===== src/rtl/mage_stream_agu.sv =====
// mage_stream_agu: affine loop-nest address generator with lockstep valid/ready, II spacing and abort.
// Optional stall counter enabled by MAGE_AGU_PERF_CNT_EN.
module mage_stream_agu #(
  parameter int N_STREAMS   = 4,
  parameter int N_LP        = 3,
  parameter int NBIT_LP_IV  = 8,
  parameter int NBIT_ADDR   = 16,
  parameter int NBIT_STRIDE = 16,
  parameter int N_BANKS     = 8,
  parameter int NBIT_II     = 4
) (
  input  logic                                               clk_i,
  input  logic                                               rst_n_i,
  input  logic                                               start_i,
  input  logic                                               abort_i,
  input  logic [N_LP*NBIT_LP_IV-1:0]                         reg_lp_bound_i,
  input  logic [NBIT_II-1:0]                                 reg_II_i,
  input  logic [N_STREAMS-1:0]                               reg_stream_en_i,
  input  logic [N_STREAMS*NBIT_ADDR-1:0]                     reg_base_addr_i,
  input  logic [N_STREAMS*N_LP*NBIT_STRIDE-1:0]              reg_stride_i,
  input  logic [N_STREAMS-1:0]                               ready_i,
  output logic [N_STREAMS-1:0]                               valid_o,
  output logic [N_STREAMS*(NBIT_ADDR-$clog2(N_BANKS))-1:0]   addr_o,
  output logic [N_STREAMS*N_BANKS-1:0]                       bank_o,
  output logic                                               last_o,
  output logic                                               busy_o,
  output logic                                               done_o,
  output logic [31:0]                                        stall_cnt_o
);
  localparam int LOG_N_BANKS = $clog2(N_BANKS);
  localparam int NBIT_ROW    = NBIT_ADDR - LOG_N_BANKS;
  typedef enum logic [1:0] {IDLE, ISSUE, WAIT_II, DONE} state_t;
  state_t state_q, state_d;
  logic [NBIT_LP_IV-1:0] iv_q [N_LP];
  logic [NBIT_LP_IV-1:0] iv_d [N_LP];
  logic [NBIT_ADDR-1:0] off_q [N_STREAMS][N_LP];
  logic [NBIT_ADDR-1:0] off_d [N_STREAMS][N_LP];
  logic [NBIT_ADDR-1:0] sum_c [N_STREAMS];
  logic [NBIT_II-1:0] ii_q, ii_d;
  logic [N_STREAMS-1:0] valid_q, valid_d;
  logic [N_STREAMS*NBIT_ROW-1:0] addr_q, addr_d;
  logic [N_STREAMS*N_BANKS-1:0] bank_q, bank_d;
  logic last_q, last_d, busy_q, busy_d, done_q, done_d;
  logic [N_LP-1:0] at_bnd;
  logic [N_LP:0] low_bnd;
  logic accept;
  // low_bnd[l]: every level below l sits at its bound, so level l steps on accept
  always_comb begin
    accept = &(ready_i | ~reg_stream_en_i);
    low_bnd[0] = 1'b1;
    for (int l = 0; l < N_LP; l++) begin
      at_bnd[l] = iv_q[l] == reg_lp_bound_i[l*NBIT_LP_IV +: NBIT_LP_IV];
      low_bnd[l+1] = low_bnd[l] & at_bnd[l];
    end
    state_d = state_q;
    iv_d = iv_q;
    off_d = off_q;
    ii_d = ii_q;
    if (state_q != IDLE && abort_i) state_d = IDLE;
    else if (state_q == IDLE && start_i) begin
      state_d = ISSUE;
      for (int l = 0; l < N_LP; l++) iv_d[l] = '0;
      for (int s = 0; s < N_STREAMS; s++)
        for (int l = 0; l < N_LP; l++) off_d[s][l] = '0;
    end else if (state_q == ISSUE && accept) begin
      if (low_bnd[N_LP]) state_d = DONE;
      else begin
        state_d = (reg_II_i == '0) ? ISSUE : WAIT_II;
        ii_d = reg_II_i;
        for (int l = 0; l < N_LP; l++)
          if (low_bnd[l]) begin
            iv_d[l] = at_bnd[l] ? '0 : iv_q[l] + 1'b1;
            for (int s = 0; s < N_STREAMS; s++)
              off_d[s][l] = at_bnd[l] ? '0 : off_q[s][l] +
                NBIT_ADDR'($signed(reg_stride_i[(s*N_LP+l)*NBIT_STRIDE +: NBIT_STRIDE]));
          end
      end
    end else if (state_q == WAIT_II) begin
      ii_d = ii_q - 1'b1;
      state_d = (ii_q <= NBIT_II'(1)) ? ISSUE : WAIT_II;
    end else if (state_q == DONE) state_d = IDLE;
    busy_d = state_d != IDLE;
    done_d = state_d == DONE;
    valid_d = (state_d == ISSUE) ? reg_stream_en_i : '0;
    last_d = state_d == ISSUE;
    for (int l = 0; l < N_LP; l++)
      last_d = last_d & (iv_d[l] == reg_lp_bound_i[l*NBIT_LP_IV +: NBIT_LP_IV]);
    addr_d = '0;
    bank_d = '0;
    for (int s = 0; s < N_STREAMS; s++) begin
      sum_c[s] = reg_base_addr_i[s*NBIT_ADDR +: NBIT_ADDR];
      for (int l = 0; l < N_LP; l++) sum_c[s] = sum_c[s] + off_d[s][l];
      addr_d[s*NBIT_ROW +: NBIT_ROW] = busy_d ? sum_c[s][NBIT_ADDR-1:LOG_N_BANKS] : '0;
      bank_d[s*N_BANKS +: N_BANKS] = busy_d ? N_BANKS'(1) << sum_c[s][LOG_N_BANKS-1:0] : '0;
    end
  end
  always_ff @(posedge clk_i or negedge rst_n_i)
    if (!rst_n_i) begin
      state_q <= IDLE;
      ii_q <= '0;
      valid_q <= '0;
      addr_q <= '0;
      bank_q <= '0;
      last_q <= 1'b0;
      busy_q <= 1'b0;
      done_q <= 1'b0;
      for (int l = 0; l < N_LP; l++) iv_q[l] <= '0;
      for (int s = 0; s < N_STREAMS; s++)
        for (int l = 0; l < N_LP; l++) off_q[s][l] <= '0;
    end else begin
      state_q <= state_d;
      ii_q <= ii_d;
      valid_q <= valid_d;
      addr_q <= addr_d;
      bank_q <= bank_d;
      last_q <= last_d;
      busy_q <= busy_d;
      done_q <= done_d;
      iv_q <= iv_d;
      off_q <= off_d;
    end
  assign valid_o = valid_q;
  assign addr_o = addr_q;
  assign bank_o = bank_q;
  assign last_o = last_q;
  assign busy_o = busy_q;
  assign done_o = done_q;
`ifdef MAGE_AGU_PERF_CNT_EN
  logic [31:0] stall_q, stall_d;
  always_comb
    stall_d = (state_q == IDLE && start_i) ? '0 :
              (state_q == ISSUE && |valid_q && !accept && stall_q != '1) ? stall_q + 1'b1 : stall_q;
  always_ff @(posedge clk_i or negedge rst_n_i)
    if (!rst_n_i) stall_q <= '0;
    else stall_q <= stall_d;
  assign stall_cnt_o = stall_q;
`else
  assign stall_cnt_o = '0;
`endif
endmodule


===== config.mk =====
export PLATFORM = sky130hd
export DESIGN_NAME = mage_stream_agu
export DESIGN_NICKNAME = d
export VERILOG_FILES = /design/src/rtl/mage_stream_agu.sv
export SDC_FILE = /design/constraint.sdc
export NUM_CORES = 1
export LEC_CHECK = 0
export ABC_CLOCK_PERIOD_IN_PS = 19400
export BUFFER_PORTS_ARGS = -buffer_cell sky130_fd_sc_hd__buf_4
export CORE_ASPECT_RATIO = 0.6
export CORE_UTILIZATION = 63
export CTS_CLUSTER_SIZE = 25
export DETAILED_ROUTE_END_ITERATION = 8
export PLACE_DENSITY = 0.95
export SLEW_MARGIN = 40
export SYNTH_ARGS = -nofsm -noshare
export SYNTH_HDL_FRONTEND = slang
export SYNTH_SLANG_ARGS = --single-unit

===== constraint.sdc =====
create_clock -name clk_i -period 19.4 [get_ports clk_i]
set_input_delay 1.94 -clock clk_i [delete_from_list [all_inputs] [get_ports clk_i]]
set_output_delay 1.94 -clock clk_i [all_outputs]
set_load 0.02 [all_outputs]

==> key figures <==
Outcome
  • Outcome: finished, violations left
  • Failing checks: DRC

Clocking
  • Post-CTS Hold Fix Bufs: 0
  • CTS Root Cell: clkbuf_16
  • Post-CTS Setup Bufs: 0
  • CTS clk-pin slew, worst paths: 60 ps
  • Clk_lat worst skew: about 540 ps
  • Clk buf depth: 3
  • H-tree Lvls: 2
  • CTS buffer count: 34
  • CTS resizes: 0
  • CTS tree: done
  • Clk sink count: 313

Floorplanning
  • Standard-cell rows: 56
  • Die height: roughly 160 um
  • Die W: between 200 and 300 um
  • Die Area: 0.04158 mm^2
  • Starting Density: 64.84%
  • Core footprint: approximately 0.04 mm^2
  • # IOs: 419

Cells and area
  • Share of layout cells above drive strength 1: roughly 15%
  • Nets@finish: 3876
  • Final Util: 76.24%
  • Synth-to-layout area growth: 17.59%

Synth
  • Distinct cells, synth: 87
  • Most instantiated cells after synthesis: inv_1, dfrtp_1, ha_1, nor2_1, nand2_1
  • Top_reg_cell synth: dfrtp_1
  • Yosys top cell area share: 30.52%
  • Ys async rst share: 100.0%
  • Number of synthesized flops with an enable pin: 0
  • Mapped Cells: 2822
  • Sequential element share of the synthesized area: 30.52%
  • Post-Syn Area: 0.02567 mm^2
  • Synth area leaders: dfrtp_1, ha_1, fa_1
  • Synthesized flop and latch total: approximately 310
  • Synth warn: 0
  • Syn Area/Cell: 9.095 um^2
  • Count leader, synth: inv_1
  • Area leader, netlist: dfrtp_1

Placed design
  • # port buffers: between 300 and 400
  • DPL Wire Length: around 63 mm
  • RD Place Congestion: 1.013

Setup path
  • Startpoint Class: input port
  • Crit-path slowest cell: nor4_2
  • Slack of the worst reg-to-reg path: between 10000 and 15000 ps
  • Worst r2r dst: addr_o[12]$_DFF_PN0_
  • CP bufs+invs: 3
  • WP data required: around 20000 ps
  • Worst Path Max Fanout: 46
  • Cell mode on critical path: fa_1
  • Max stage delay on crit path: between 500 and 600 ps
  • Worst r2r src: iv_q[14]$_DFF_PN0_
  • WS Path Type: in2reg
  • R2R cell count: 24
  • Crit end category: register
  • Critical path origin: reg_lp_bound_i[10]
  • Cell family with most CP delay: compound AO/OA/AOI/OAI gates
  • Crit path DAT: about 9300 ps

Routing
  • WL final: 82.71 mm
  • DRT Pass-1 Iters: 8
  • Via density: 6.254
  • Iteration-0 DRC Markers: about 2400
  • Via count: 23550
  • Final ANT Viol Nets: 0
  • DRC viols: 2
  • DR WL/cell: 21.96 um

STA
  • Pins Over Slew Limit: 0
  • Unrepaired setup endpoints after global routing: false
  • Worst Tran Pin Value: 893.1 ps
  • Final setup viols: 0
  • Fmax: ~110 MHz
  • Clock Skews: ~28 ps
  • Final Hold Fails: 0
  • Final min period: 8845 ps
  • TNS Setup: 0 ps
  • Fin crit share: 45.59%
  • Relative slew slack: between 40% and 50%

Run
  • # Max-Cap Violations: 0

Power
  • Switch Pwr: 1.207 mW
  • Combinational share of power: 48.3%
  • Internal: 1.651 mW
  • Net Sw Frac: 42.23%
  • Clock power frac: 22.8%
  • LEAKAGE: about 16 nW
  • Max VDD drop: 0.06594 mV
  • Pwr dens: between 90 and 100 mW/mm^2
  • Sequential share of power: 28.9%

Min path
  • Hold path endpoint: off_q[127]$_DFF_PN0_
  • Worst Hold Launch: off_q[127]$_DFF_PN0_
  • Hold Path Class: reg2reg
  • Worst Hold Path Cells: 1

Global route
  • Antenna violations before repair: 15
  • GRT Total Usage: 39.39%
  • Vias in the first global route: 23790
  • Largest net degree at the start of global routing: 97
  • First-pass GRT wire length: about 130 mm
  • Remaining Overflow, GRT: 0
-- cells in the final DEF, fill, tap and decap left out, types with 28 or more instances in the layout --
master     netlist  layout
conb_1           1      32
ha_1           245     245
a21oi_1        142     142
inv_1          378     377
o21a_1          36      36
a21o_1          39      38
xor2_1          96      96
a21boi_0        28      28
o21ai_0        168     168
a22oi_1         59      59
nor3_1          76      76
nand2_1        206     206
fa_1           132     132
buf_4           34     400
nand3_1         37      36
o31ai_1         46      46
clkbuf_16        0      35
a22o_1          36      36
nor2_1         220     218
dfrtp_1        313     313
xnor2_1        135     135
-- cell families after synthesis --
group,Yosys count,share of synthesized area (%)
multiplexers,8,0.3266
XOR/XNOR,235,8.185
other,1,0.01461
AO/OA/AOI/OAI,707,18.30
adder cells (fa/ha/maj),377,22.24
buffers and inverters,469,7.434
flip-flops,313,30.52
AND/OR/NAND/NOR,712,12.98
-- state kept, by name, summed over array words and instances (netlist names) --
| name | count |
|---|---|
| busy_o | 1 |
| iv_q | 24 |
| off_q | 192 |
| valid_o | 4 |
| ii_q | 4 |
| last_o | 1 |
| bank_o | 32 |
| done_o | 1 |
| addr_o | 52 |
| state_q | 2 |
-- per-layer routing --
metal / up-vias / wire length, um / part of all wire, % / GRT usage [%]
li1: 10450 / - / - / -
met1: 11400 / 33100 / 40 / 51.97
met2: 1388 / 36730 / 44 / 61.63
met3: 314 / 8126 / 9.8 / 8.181
met4: 2 / 4744 / 5.7 / 21.32
met5: - / 11 / 0.013 / 0
-- power by group through the flow --
stage	registers (mW)	clock network [mW]	logic (mW)
floorplan	0.899	0	0.804
global placement	0.828	0	1.27
global route	0.834	0.680	1.48
finish	0.825	0.653	1.38
CTS	0.823	0.655	1.35
detailed placement	0.833	0	1.33
-- how the worst max path moves through the flow --
stage / cells past startpoint / endpoint / slack (ps)
floorplan: 26 / addr_o[51]$_DFF_PN0_ / 11640
global placement: 25 / addr_o[12]$_DFF_PN0_ / 10460
detailed placement: 25 / addr_o[12]$_DFF_PN0_ / 10250
CTS: 25 / addr_o[12]$_DFF_PN0_ / 10710
global route: 25 / addr_o[25]$_DFF_PN0_ / 10130
finish: 25 / addr_o[12]$_DFF_PN0_ / 10550
-- cell type report --
class	instances	area [um^2]
sequential	313	7833
clock inverter	12	88.84
clock buffer	48	964.7
fill	2603	9407
inverter	378	1419
multi-input combinational	2071	16100
timing repair buffer	405	3079
tap	522	653.1
antenna	17	42.54
-- per-stage QoR --
stage / setup slack (ps) / power [mW] / hold WS (ps) / cells / area, um^2
floorplan: 11640 / 1.703 / 447.1 / 2853 / 25780
global placement: 10460 / 2.093 / 496.9 / 3688 / 29050
detailed placement: 10250 / 2.163 / 498.9 / 3688 / 29060
CTS: 10710 / 2.827 / 513.4 / 3748 / 30110
global route: 10130 / 2.997 / 518.7 / 3762 / 30170
finish: 10550 / 2.858 / 525.0 / 3766 / 30180
No activity file was read; power rests on OpenSTA's default activity.
